## src/rtl/sd_stream_pkg.sv

```systemverilog
// Shared types and song address table for the SD streaming scheduler.
package sd_stream_pkg;

   typedef enum logic [2:0] {
      IDLE,
      ISSUE,
      WAIT_DONE,
      WAIT_SPACE,
      DRAIN
   } state_e;

   localparam int unsigned BLOCK_BYTES = 512;
   localparam int unsigned NUM_SONGS   = 4;

   // Byte addresses on the card; end is exclusive, start==end still plays one block.
   localparam logic [31:0] SONG_START [NUM_SONGS] = '{
      32'h0000_0000, 32'h0000_1000, 32'h0000_2000, 32'h0000_4000
   };
   localparam logic [31:0] SONG_END [NUM_SONGS] = '{
      32'h0000_0800, 32'h0000_1400, 32'h0000_2000, 32'h0000_8000
   };

endpackage

```

## src/rtl/sd_timeout_counter.sv

```systemverilog
// Watchdog counter: cleared on request, counts while enabled, flags the last cycle.
module sd_timeout_counter #(
   parameter int unsigned TIMEOUT_CYC = 2_000_000
) (
   input  logic clk_25mhz,
   input  logic rst,
   input  logic clear_i,
   input  logic enable_i,
   output logic expired_o
);

   localparam int unsigned W = (TIMEOUT_CYC > 1) ? $clog2(TIMEOUT_CYC) : 1;
   localparam logic [W-1:0] LAST = W'(TIMEOUT_CYC - 1);

   logic [W-1:0] cnt_q, cnt_d;

   assign expired_o = enable_i && (cnt_q == LAST);

   always_comb begin
      cnt_d = cnt_q;
      if (clear_i)
         cnt_d = '0;
      else if (enable_i && !expired_o)
         cnt_d = cnt_q + W'(1);
   end

   always_ff @(posedge clk_25mhz) begin
      if (rst) cnt_q <= '0;
      else     cnt_q <= cnt_d;
   end

endmodule

```

## src/rtl/sd_stream_scheduler.sv

```systemverilog
// Schedules SD block reads for one song into the audio FIFO.
// Define SD_STREAM_LOOP_EN to replay the song continuously until stop or timeout.
module sd_stream_scheduler
   import sd_stream_pkg::*;
#(
   parameter int unsigned ADDR_STEP   = 512,
   parameter int unsigned TIMEOUT_CYC = 2_000_000
) (
   input  logic        clk_25mhz,
   input  logic        rst,
   input  logic        start,
   input  logic        stop,
   input  logic [1:0]  song_sel,
   input  logic        sd_data_valid,
   input  logic        sd_done,
   input  logic        fifo_prog_empty,
   input  logic        fifo_full,
   output logic        read_block,
   output logic [31:0] sd_addr,
   output logic        fifo_wr_en,
   output logic        stream_active,
   output logic        first_block_ready,
   output logic        overflow_err,
   output logic        timeout_err
);

   state_e      state_q, state_d;
   logic [31:0] sd_addr_q, sd_addr_d, end_addr_q, end_addr_d;
   logic [31:0] next_addr;
   logic        read_block_q, read_block_d;
   logic        active_q, active_d, fbr_q, fbr_d;
   logic        ovf_q, ovf_d, tmo_q, tmo_d, pstop_q, pstop_d;
   logic        tmo_clear, tmo_en, tmo_expired;
`ifdef SD_STREAM_LOOP_EN
   logic [31:0] start_addr_q, start_addr_d;
`endif

   sd_timeout_counter #(.TIMEOUT_CYC(TIMEOUT_CYC)) u_tmo (
      .clk_25mhz (clk_25mhz),
      .rst       (rst),
      .clear_i   (tmo_clear),
      .enable_i  (tmo_en),
      .expired_o (tmo_expired)
   );

   assign next_addr         = sd_addr_q + 32'(ADDR_STEP);
   assign read_block        = read_block_q;
   assign sd_addr           = sd_addr_q;
   assign stream_active     = active_q;
   assign first_block_ready = fbr_q;
   assign overflow_err      = ovf_q;
   assign timeout_err       = tmo_q;
   assign fifo_wr_en        = sd_data_valid & ~fifo_full & active_q & ~rst;

   always_comb begin
      state_d      = state_q;
      sd_addr_d    = sd_addr_q;
      end_addr_d   = end_addr_q;
      read_block_d = 1'b0;
      active_d     = active_q;
      fbr_d        = fbr_q;
      tmo_d        = tmo_q;
      pstop_d      = pstop_q;
      tmo_clear    = 1'b0;
      tmo_en       = 1'b0;
      ovf_d        = ovf_q | (sd_data_valid & fifo_full);
`ifdef SD_STREAM_LOOP_EN
      start_addr_d = start_addr_q;
`endif
      case (state_q)
         IDLE: if (start) begin
            sd_addr_d  = SONG_START[song_sel];
            end_addr_d = SONG_END[song_sel];
`ifdef SD_STREAM_LOOP_EN
            start_addr_d = SONG_START[song_sel];
`endif
            active_d   = 1'b1;
            pstop_d    = 1'b0;
            state_d    = ISSUE;
         end
         ISSUE: if (stop) begin
            state_d = DRAIN;
         end else begin
            read_block_d = 1'b1;
            tmo_clear    = 1'b1;
            state_d      = WAIT_DONE;
         end
         WAIT_DONE: begin
            tmo_en = 1'b1;
            if (sd_done) begin
               fbr_d = 1'b1;
               // The transfer that was in flight completes, but a stop keeps the address.
               if (stop || pstop_q) begin
                  state_d = DRAIN;
               end else begin
                  sd_addr_d = next_addr;
                  state_d   = WAIT_SPACE;
                  if (next_addr >= end_addr_q) begin
`ifdef SD_STREAM_LOOP_EN
                     sd_addr_d = start_addr_q;
`else
                     state_d   = DRAIN;
`endif
                  end
               end
            end else if (tmo_expired) begin
               tmo_d   = 1'b1;
               state_d = DRAIN;
            end else if (stop) begin
               pstop_d = 1'b1;
            end
         end
         WAIT_SPACE: begin
            if (stop)                 state_d = DRAIN;
            else if (fifo_prog_empty) state_d = ISSUE;
         end
         DRAIN: begin
            active_d = 1'b0;
            fbr_d    = 1'b0;
            pstop_d  = 1'b0;
            state_d  = IDLE;
         end
         default: state_d = IDLE;
      endcase
   end

   always_ff @(posedge clk_25mhz) begin
      if (rst) begin
         state_q      <= IDLE;
         sd_addr_q    <= '0;
         end_addr_q   <= '0;
         read_block_q <= 1'b0;
         active_q     <= 1'b0;
         fbr_q        <= 1'b0;
         ovf_q        <= 1'b0;
         tmo_q        <= 1'b0;
         pstop_q      <= 1'b0;
`ifdef SD_STREAM_LOOP_EN
         start_addr_q <= '0;
`endif
      end else begin
         state_q      <= state_d;
         sd_addr_q    <= sd_addr_d;
         end_addr_q   <= end_addr_d;
         read_block_q <= read_block_d;
         active_q     <= active_d;
         fbr_q        <= fbr_d;
         ovf_q        <= ovf_d;
         tmo_q        <= tmo_d;
         pstop_q      <= pstop_d;
`ifdef SD_STREAM_LOOP_EN
         start_addr_q <= start_addr_d;
`endif
      end
   end

endmodule

```

## config.mk

```make
export PLATFORM = sky130hd
export DESIGN_NAME = sd_stream_scheduler
export DESIGN_NICKNAME = d
export VERILOG_FILES = /design/src/rtl/sd_stream_pkg.sv /design/src/rtl/sd_timeout_counter.sv /design/src/rtl/sd_stream_scheduler.sv
export SDC_FILE = /design/constraint.sdc
export NUM_CORES = 1
export LEC_CHECK = 0
export ABC_AREA = 1
export CAP_MARGIN = 10
export CORE_MARGIN = 2
export CORE_UTILIZATION = 50
export CTS_CLUSTER_SIZE = 40
export DETAILED_ROUTE_END_ITERATION = 16
export PLACE_DENSITY = 0.83
export RECOVER_POWER = 25
export SETUP_SLACK_MARGIN = 0.2
export SLEW_MARGIN = 20
export SYNTH_ARGS = -nofsm -noshare
export SYNTH_HDL_FRONTEND = slang
export SYNTH_SLANG_ARGS = --single-unit
```

## constraint.sdc

```tcl
create_clock -name clk_25mhz -period 3.2 [get_ports clk_25mhz]
set_input_delay 0.64 -clock clk_25mhz [delete_from_list [all_inputs] [get_ports clk_25mhz]]
set_output_delay 0.64 -clock clk_25mhz [all_outputs]
set_load 0.01 [all_outputs]
```

**After elaboration in Yosys (flattened, before gate mapping)**

Cells that the tools add are included.

- Word-level logic and storage cells: 84
- Output and inout port bits: 38
- Bits of input ports: 10
- Flip-flop bits (word level): 94

- Reduce and logical (&&, ||, !) cells: 17
- Bitwise logic cells: 9
- Mux-type cells: 31
- $lt $le $gt $ge: 2
- Add/subtract/negate cells: 2
- Eq/ne operators: 13

Operators by type and width:

| cell | count |
|---|---|
| $mux 32 | 7 |
| $bmux 32 s2 | 2 |
| $pmux 32 s2 | 1 |
| $add 32x10->32 const B | 1 |
| $ge 32x32->1 | 1 |
| $mux 3 | 8 |
| $add 21x1->21 const B | 1 |
| $eq 21x21->1 const B | 1 |
| $ne 2x2->1 const B | 6 |
| $pmux 3 s4 | 1 |
| $mux 1 | 9 |
| $eq 3x2->1 const B | 2 |
| $reduce_and 2->1 | 3 |
| $reduce_and 3->1 | 2 |
| $reduce_bool 2->1 | 3 |
| $reduce_and 5->1 | 1 |
| $and 1x1->1 | 4 |
| $pmux 1 s2 | 2 |
| $reduce_and 4->1 | 1 |
| $eq 3x1->1 const B | 1 |
| $eq 3x3->1 const B | 1 |
| $ge 3x3->1 const B | 1 |
| $logic_not 3->1 | 1 |
| $ne 3x2->1 const B | 1 |
| 10 further kinds | 13 |

**Depth between registers and ports, before layout**

Gate-level depths: netlist (run 1).

- Depth after elaboration: 6
- Gate-level depth with buffers: 19
- Mapped depth without buffers: 19

**Modules after synthesis**

From an unflattened synthesis (run 1), not the netlist that was laid out.

- Cell total of the unflattened synthesis: 571
- Area, all modules: 3594.7 µm²

By module, submodules not included:

| module | seq. area each (µm²) | area each (µm²) | cells each | instances |
|---|---|---|---|---|
| sd_stream_scheduler | 720.7 | 2347.3 | 377 | 1 |
| sd_timeout_counter | 420.4 | 1247.4 | 194 | 1 |

**Least setup slack after synthesis (run 1)**

No wires, ideal clock.

- Path kind: register -> register
- Start point: register sd_addr_q[9] (netlist: sd_addr[9])
- End point: register state_q[2]
- Data arrival time: 1993 ps
- Stages on the path, launching flop included: 18
- Data required time: 3072 ps
- Period minus slack after synthesis: 2120 ps
- Slack: 1080 ps
- Setup time: 128 ps
- Buffers on the path: 0
- Path through: dfxtp_1 > ha_1 > nand3_2 > nor2_4 > xor2_1 > ha_1 > inv_1 > nand4_1 > nor2_1 > nand2_1 > nor2_2 > nand2_1 > nor2_2 > nand2_1 > nand2_1 > o21ai_1 > nand2_1 > nor2_1

- Word-level cells in the longest chain between the ends: 6

RTL lines:

| what | RTL line | text |
|---|---|---|
| start: declaration | sd_stream_scheduler.sv:28 | `logic [31:0] sd_addr_q, sd_addr_d, end_addr_q, end_addr_d;` |
| start signal: assignment | sd_stream_scheduler.sv:143 | `sd_addr_q <= sd_addr_d;` |
| $add 32x10->32 | sd_stream_scheduler.sv:46 | `assign next_addr = sd_addr_q + 32'(ADDR_STEP);` |
| $ge 32x32->1 | sd_stream_scheduler.sv:98 | `if (next_addr >= end_addr_q) begin` |
| $mux 3 | sd_stream_scheduler.sv:98 |  |
| $mux 3 | sd_stream_scheduler.sv:93 | `if (stop \|\| pstop_q) begin` |
| $mux 3 | sd_stream_scheduler.sv:90 | `if (sd_done) begin` |
| $pmux 3 s4 | sd_stream_scheduler.sv:70 | `case (state_q)` |
| end signal: assignment | sd_stream_scheduler.sv:142 | `state_q <= state_d;` |
| end: declaration | sd_stream_scheduler.sv:27 | `state_e state_q, state_d;` |

Every way passes these cells.
A chain may end at the register's enable or synchronous reset.

**Final worst setup path (run 1)**

- Start point: input rst
- End point: output fifo_wr_en

- Word-level cells in the longest chain between the ends: 2

RTL lines:

| what | RTL line | text |
|---|---|---|
| start: declaration | sd_stream_scheduler.sv:10 | `input logic rst,` |
| $not 1->1 | sd_stream_scheduler.sv:53 | `assign fifo_wr_en = sd_data_valid & ~fifo_full & active_q & ~rst;` |
| $and 1x1->1 | sd_stream_scheduler.sv:53 |  |
| end: declaration | sd_stream_scheduler.sv:20 | `output logic fifo_wr_en,` |

Every way passes these cells.

==> run_results.csv, run 1 <==
group,metric,value,unit
outcome,status,"finished, final reports clean",
final_layout,diodes,0,
setup_path,startpoint_type,"primary input",
synthesis,ys_ff_latch,57,
clocking,post_cts_buffers,0,
clocking,hold_buffers,0,
final_layout,final_cell_area,4070,um2
drt,vias_per_cell,5.20,
setup_path,endpoint_kind,"output port",
final_layout,multi_input_area,1970,um2
timing,period_needed,2.58,ns
timing,clock_skew,0.0113,ns
timing,max_freq,388,MHz
timing,setup_ws,0.620,ns
timing,setup_violations,0,
synthesis,netlist_area,3450,um2
synthesis,synth_ff_type,"dfxtp_1",
setup_path,path_class,"in -> out",
timing,finalCritPeriodShare,0.806,
final_layout,area_delta_synth_final,17.9,%
placement,io_buffers,38,
drt,drt_iter0_markers,216,
drt,final_antenna_net_count,0,
grt,grt_max_degree,33,
timing,drv_slew,0,
setup_path,rr_startpoint,"sd_addr[9]",
power_and_ir_drop,power_density,430,nW/um2
placement,dpl.hpwl,5760,um
synthesis,yosysWarnings,0,
hold_path,hp-start,"overflow_err",
synthesis,ys_types,32,
final_layout,layout_common_cells,"159 x nand2_1, 60 x nor2_1, 59 x inv_1",
die,die_x,87.0,um
setup_path,crit_arrival,1.94,ns
die,io_pins,48,
grt,grt_use_total,0.225,
drt,wirelength,7860,um
placement,place_worst_setup_slack,0.698,ns
placement,placed_area,3860,um2
clocking,worst_skew_pair.late_latency,0.34,ns
clocking,cts.repair.resized,0,
die,dieArea,7580,um2
timing,rsz0062_at_grt,"no",
hold_path,hp-class,"reg -> reg",
drt,num_vias,3419,
clocking,cts_buffers,9,
final_layout,seqCellArea,1140,um2
grt,antenna_found_initial,0,
synthesis,yosysSeqAreaShare,0.331,
final_layout,fillers,622,
die,rows,30,
final_layout,drive_above_1_share,0.0884,
grt,grt_pass1_vias,3243,
clocking,clk_pin_slew,0.06,ns
synthesis,syn_inst,532,
grt,overflow,0,
power_and_ir_drop,vdd.ir_drop.worst,261,uV
setup_path,worstPathRequired,2.56,ns
timing,tns,0,ns
power_and_ir_drop,leakage,1.53,nW
die,initial_core_util,0.513,
grt,grt_pass1_wl,13600,um
final_layout,final_common_cell,"nand2_1",
final_layout,fin_nets,589,
timing,finalHoldViolations,0,
power_and_ir_drop,power,1.75,mW
clocking,h-tree-depth,3,
setup_path,critPathLaunch,"rst",
drt,drc,0,
timing,timing.hold.ws,0.469,ns
drt,drtPass1Iterations,4,
clocking,cts_buffer_depth,2,
die,die_y,87.0,um
job,maxCapViolations,0,
synthesis,syn_area_per_cell,6.48,um2
clocking,root_buffer,"clkbuf_8",
die,placeableCoreArea,6720,um2
synthesis,postSynth.asyncResetShare,0,
synthesis,synth_edf_count,0,
placement,gp_congestion,0.848,
clocking,cts_tree,"yes",
drt,wl_per_cell,12.0,um
setup_path,path_max_fanout,2,
clocking,clkSinkCount,57,
==> cell usage after synthesis (6+ instances only) <==
| cell | count | area (um2) |
|---|---|---|
| a21oi_1 | 44 | 220 |
| buf_4 | 12 | 90.1 |
| dfxtp_1 | 57 | 1140 |
| ha_1 | 7 | 87.6 |
| inv_1 | 59 | 221 |
| nand2_1 | 159 | 597 |
| nand2_2 | 8 | 50.1 |
| nand3_1 | 17 | 85.1 |
| nand4_1 | 10 | 62.6 |
| nor2_1 | 60 | 225 |
| nor2_2 | 6 | 37.5 |
| nor2_4 | 6 | 67.6 |
| nor3_1 | 16 | 80.1 |
| o21ai_0 | 16 | 80.1 |
| xnor2_1 | 8 | 70.1 |
| xor2_1 | 7 | 61.3 |
==> layout make-up <==
type | count | area share
multi-input combinational | 399 | 0.485
clock inverter | 2 | 0.00862
sequential | 57 | 0.281
tap | 80 | 0.0246
clock buffer | 14 | 0.0425
timing repair buffer | 41 | 0.0991
inverter | 64 | 0.0591
==> flip-flops by register name, summed over array words and instances (netlist names), 3 cells and up <==
register and count:
u_tmo.cnt_q 21, state_q 3, sd_addr 23, end_addr_q 4
==> metal layers <==
metal / global-route usage / part of all wire / wire length (um) / vias to the layer above
met2: 0.388 / 0.50 / 3950 / 82
met4: 0.0909 / 0.022 / 172 / 0
met1: 0.258 / 0.43 / 3390 / 1561
met5: 0 / 0 / 0 / -
li1: - / - / - / 1757
met3: 0.0701 / 0.045 / 352 / 19
==> stage by stage <==
stage               std cells  utilization
finish                    657        0.605
global route              657        0.605
CTS                       657        0.605
detailed placement        641        0.574
global placement          641        0.574
floorplan                 540            -
==> logic make-up (layout without fill, tap and decap cells) <==
kind of cell    count (synthesis)  in the layout  share of synthesized area
compound gates                 71             71                      0.111
buf+inv                        84            121                      0.106
other cells                     1              9                    0.00109
xor+xnor                       15             15                     0.0381
flops                          57             57                      0.331
simple gates                  297            297                      0.388
fa+ha+maj                       7              7                     0.0254
==> power by group <==
part           leakage, nW  switching [mW]  internal, mW
clock                0.107           0.277         0.423
combinational        0.964           0.184        0.0991
sequential           0.461          0.0272         0.738
==> path summary, 6_finish.rpt <==
check                               endpoint  slack, ns  depth (start not counted)
worst min register to register  overflow_err       0.47                          2
worst max register to register    state_q[0]       0.91                         16
worst min-delay path            overflow_err       0.47                          2
worst max-delay path              fifo_wr_en       0.62                          3
==> critical path: stages <==
cell and delay, ns:
dlygate4sd3_1 0.56, nor3_1 0.18, clkdlybuf4s50_1 0.56
Power figures use the tool's default switching activity.
==> run 2, diff against run 1 <==
==> constraint.sdc (replaced) <==
create_clock -name clk_25mhz -period 2.7 [get_ports clk_25mhz]
set_input_delay 0.54 -clock clk_25mhz [delete_from_list [all_inputs] [get_ports clk_25mhz]]
set_output_delay 0.54 -clock clk_25mhz [all_outputs]
set_load 0.01 [all_outputs]
==> run_results.csv, run 2 (synthesis gave the netlist of run 1 again) <==
group,metric,value,unit
die,die_x,87.0,um
clocking,cts_buffers,9,
grt,grt_pass1_wl,13500,um
hold_path,min_path_cells,2,
grt,grt_max_degree,33,
grt,antenna_found_initial,0,
die,placeableCoreArea,6720,um2
placement,dp.cells,642,
die,die_y,87.0,um
hold_path,hp-class,"reg -> reg",
die,dieArea,7580,um2
power_and_ir_drop,power_density,549,nW/um2
clocking,root_buffer,"clkbuf_8",
drt,vias_per_cell,5.19,
placement,placed_area,3860,um2
setup_path,cp_cell_sequence,"dlygate4sd3_1, nor3_1, clkdlybuf4s50_1",
timing,setup_ws,0.316,ns
clocking,clk_pin_slew,0.06,ns
job,maxCapViolations,0,
grt,overflow,0,
drt,drt_iter0_markers,201,
hold_path,hp-start,"end_addr_q[13]",
setup_path,startpoint_type,"primary input",
grt,grt_pass1_vias,3125,
setup_path,path_max_fanout,2,
setup_path,worstPathRequired,2.16,ns
setup_path,ff2ff_path_depth,17,
timing,clock_skew,0.0106,ns
placement,gp_congestion,0.851,
setup_path,rr_startpoint,"sd_addr[10]",
timing,tns,0,ns
timing,finalHoldViolations,0,
drt,final_antenna_net_count,0,
hold_path,hold_end,"end_addr_q[13]",
setup_path,crit_arrival,1.84,ns
final_layout,final_cells,659,
setup_path,r2r_end,"state_q[2]",
setup_path,cpMaxStageDelayCell,"clkdlybuf4s50_1",
drt,num_vias,3419,
final_layout,area_delta_synth_final,19.7,%
power_and_ir_drop,leakage,1.54,nW
final_layout,final_common_cell,"nand2_1",
final_layout,fin_nets,591,
timing,period_needed,2.38,ns
setup_path,endpoint_kind,"output port",
setup_path,path_class,"in -> out",
timing,drv_slew,0,
final_layout,drive_above_1_share,0.0933,
power_and_ir_drop,vdd.ir_drop.worst,369,uV
placement,place_worst_setup_slack,0.335,ns
clocking,worst_skew_pair.late_latency,0.35,ns
die,rows,30,
clocking,clkSinkCount,57,
drt,drtPass1Iterations,4,
drt,wirelength,8010,um
placement,io_buffers,38,
final_layout,largest_register_ffs,23,
clocking,cts_tree,"yes",
outcome,status,"finished, final reports clean",
setup_path,cpPeakStageDelay,0.56,ns
clocking,cts_buffer_depth,2,
final_layout,layout_common_cells,"159 x nand2_1, 60 x inv_1, 60 x nor2_1",
drt,wl_per_cell,12.2,um
placement,dpl.hpwl,5940,um
timing,rsz0062_at_grt,"no",
timing,setup_violations,0,
final_layout,final_cell_area,4130,um2
timing,max_freq,419,MHz
die,initial_core_util,0.513,
clocking,h-tree-depth,3,
final_layout,diodes,0,
setup_path,reg2reg_setup_slack,0.50,ns
timing,finalCritPeriodShare,0.883,
drt,drc,0,
die,io_pins,48,
grt,grt_use_total,0.224,
## run 2: layout make-up
| type | instances | area [um2] |
|---|---|---|
| clock buffers | 12 | 155 |
| clock inverters | 4 | 98.8 |
| fillers | 604 | 2590 |
| inverters | 64 | 240 |
| multi-input cells | 399 | 1980 |
| flip-flops and latches | 57 | 1140 |
| well taps | 80 | 100 |
| repair buffers | 43 | 414 |
## run 2: report_power, final
group	switching (mW)	internal (mW)	leakage, nW
Clock	0.360	0.665	0.127
Sequential	0.0331	0.875	0.462
Combinational	0.215	0.118	0.956
## run 2: how the worst max path moves through the flow
stage	start	endpoint	depth (start not counted)
finish	rst	fifo_wr_en	3
global route	sd_addr[9]	state_q[2]	17
CTS	sd_addr[9]	state_q[2]	17
detailed placement	sd_addr[9]	state_q[2]	17
global placement	sd_addr[9]	state_q[0]	16
floorplan	sd_addr[9]	state_q[2]	17
## run 2: worst max-delay path, delay by kind of cell
kind	cells	cell delay, ns
and+or+nand+nor	1	0.19
buffers and inverters	2	1.11
## run 2: per-layer routing
| layer | track usage | wire (um) |
|---|---|---|
| met2 | 0.401 | 4040 |
| met3 | 0.0597 | 385 |
| met5 | 0 | 0 |
| met1 | 0.253 | 3440 |
| met4 | 0.0866 | 148 |
## run 2: per-stage QoR
stage,hold WS (ns),util,power [mW]
6_report,0.468,0.614,2.27
5_1_grt,0.502,0.614,2.36
4_1_cts,0.469,0.613,2.28
3_5_place_dp,0.458,0.575,1.26
3_3_place_gp,0.456,0.575,1.25
2_1_floorplan,0.435,-,1.17
## run 2: timing repair
action | CTS | global route
buffers inserted | 0 | 1
hold buffers | 0 | 0
gates resized for setup | 0 | 2
setup endpoints to repair | 0 | 3
==> run 3, diff against run 2 <==
--- a/config.mk
+++ b/config.mk
@@ -6,7 +6,7 @@
 export NUM_CORES = 1
 export LEC_CHECK = 0
 export ABC_AREA = 1
-export CAP_MARGIN = 10
+export CAP_MARGIN = 5
 export CORE_MARGIN = 2
 export CORE_UTILIZATION = 50
 export CTS_CLUSTER_SIZE = 40
==> results of run 3 <==
Final layout, timing and power as in run 2 (identical DEF).
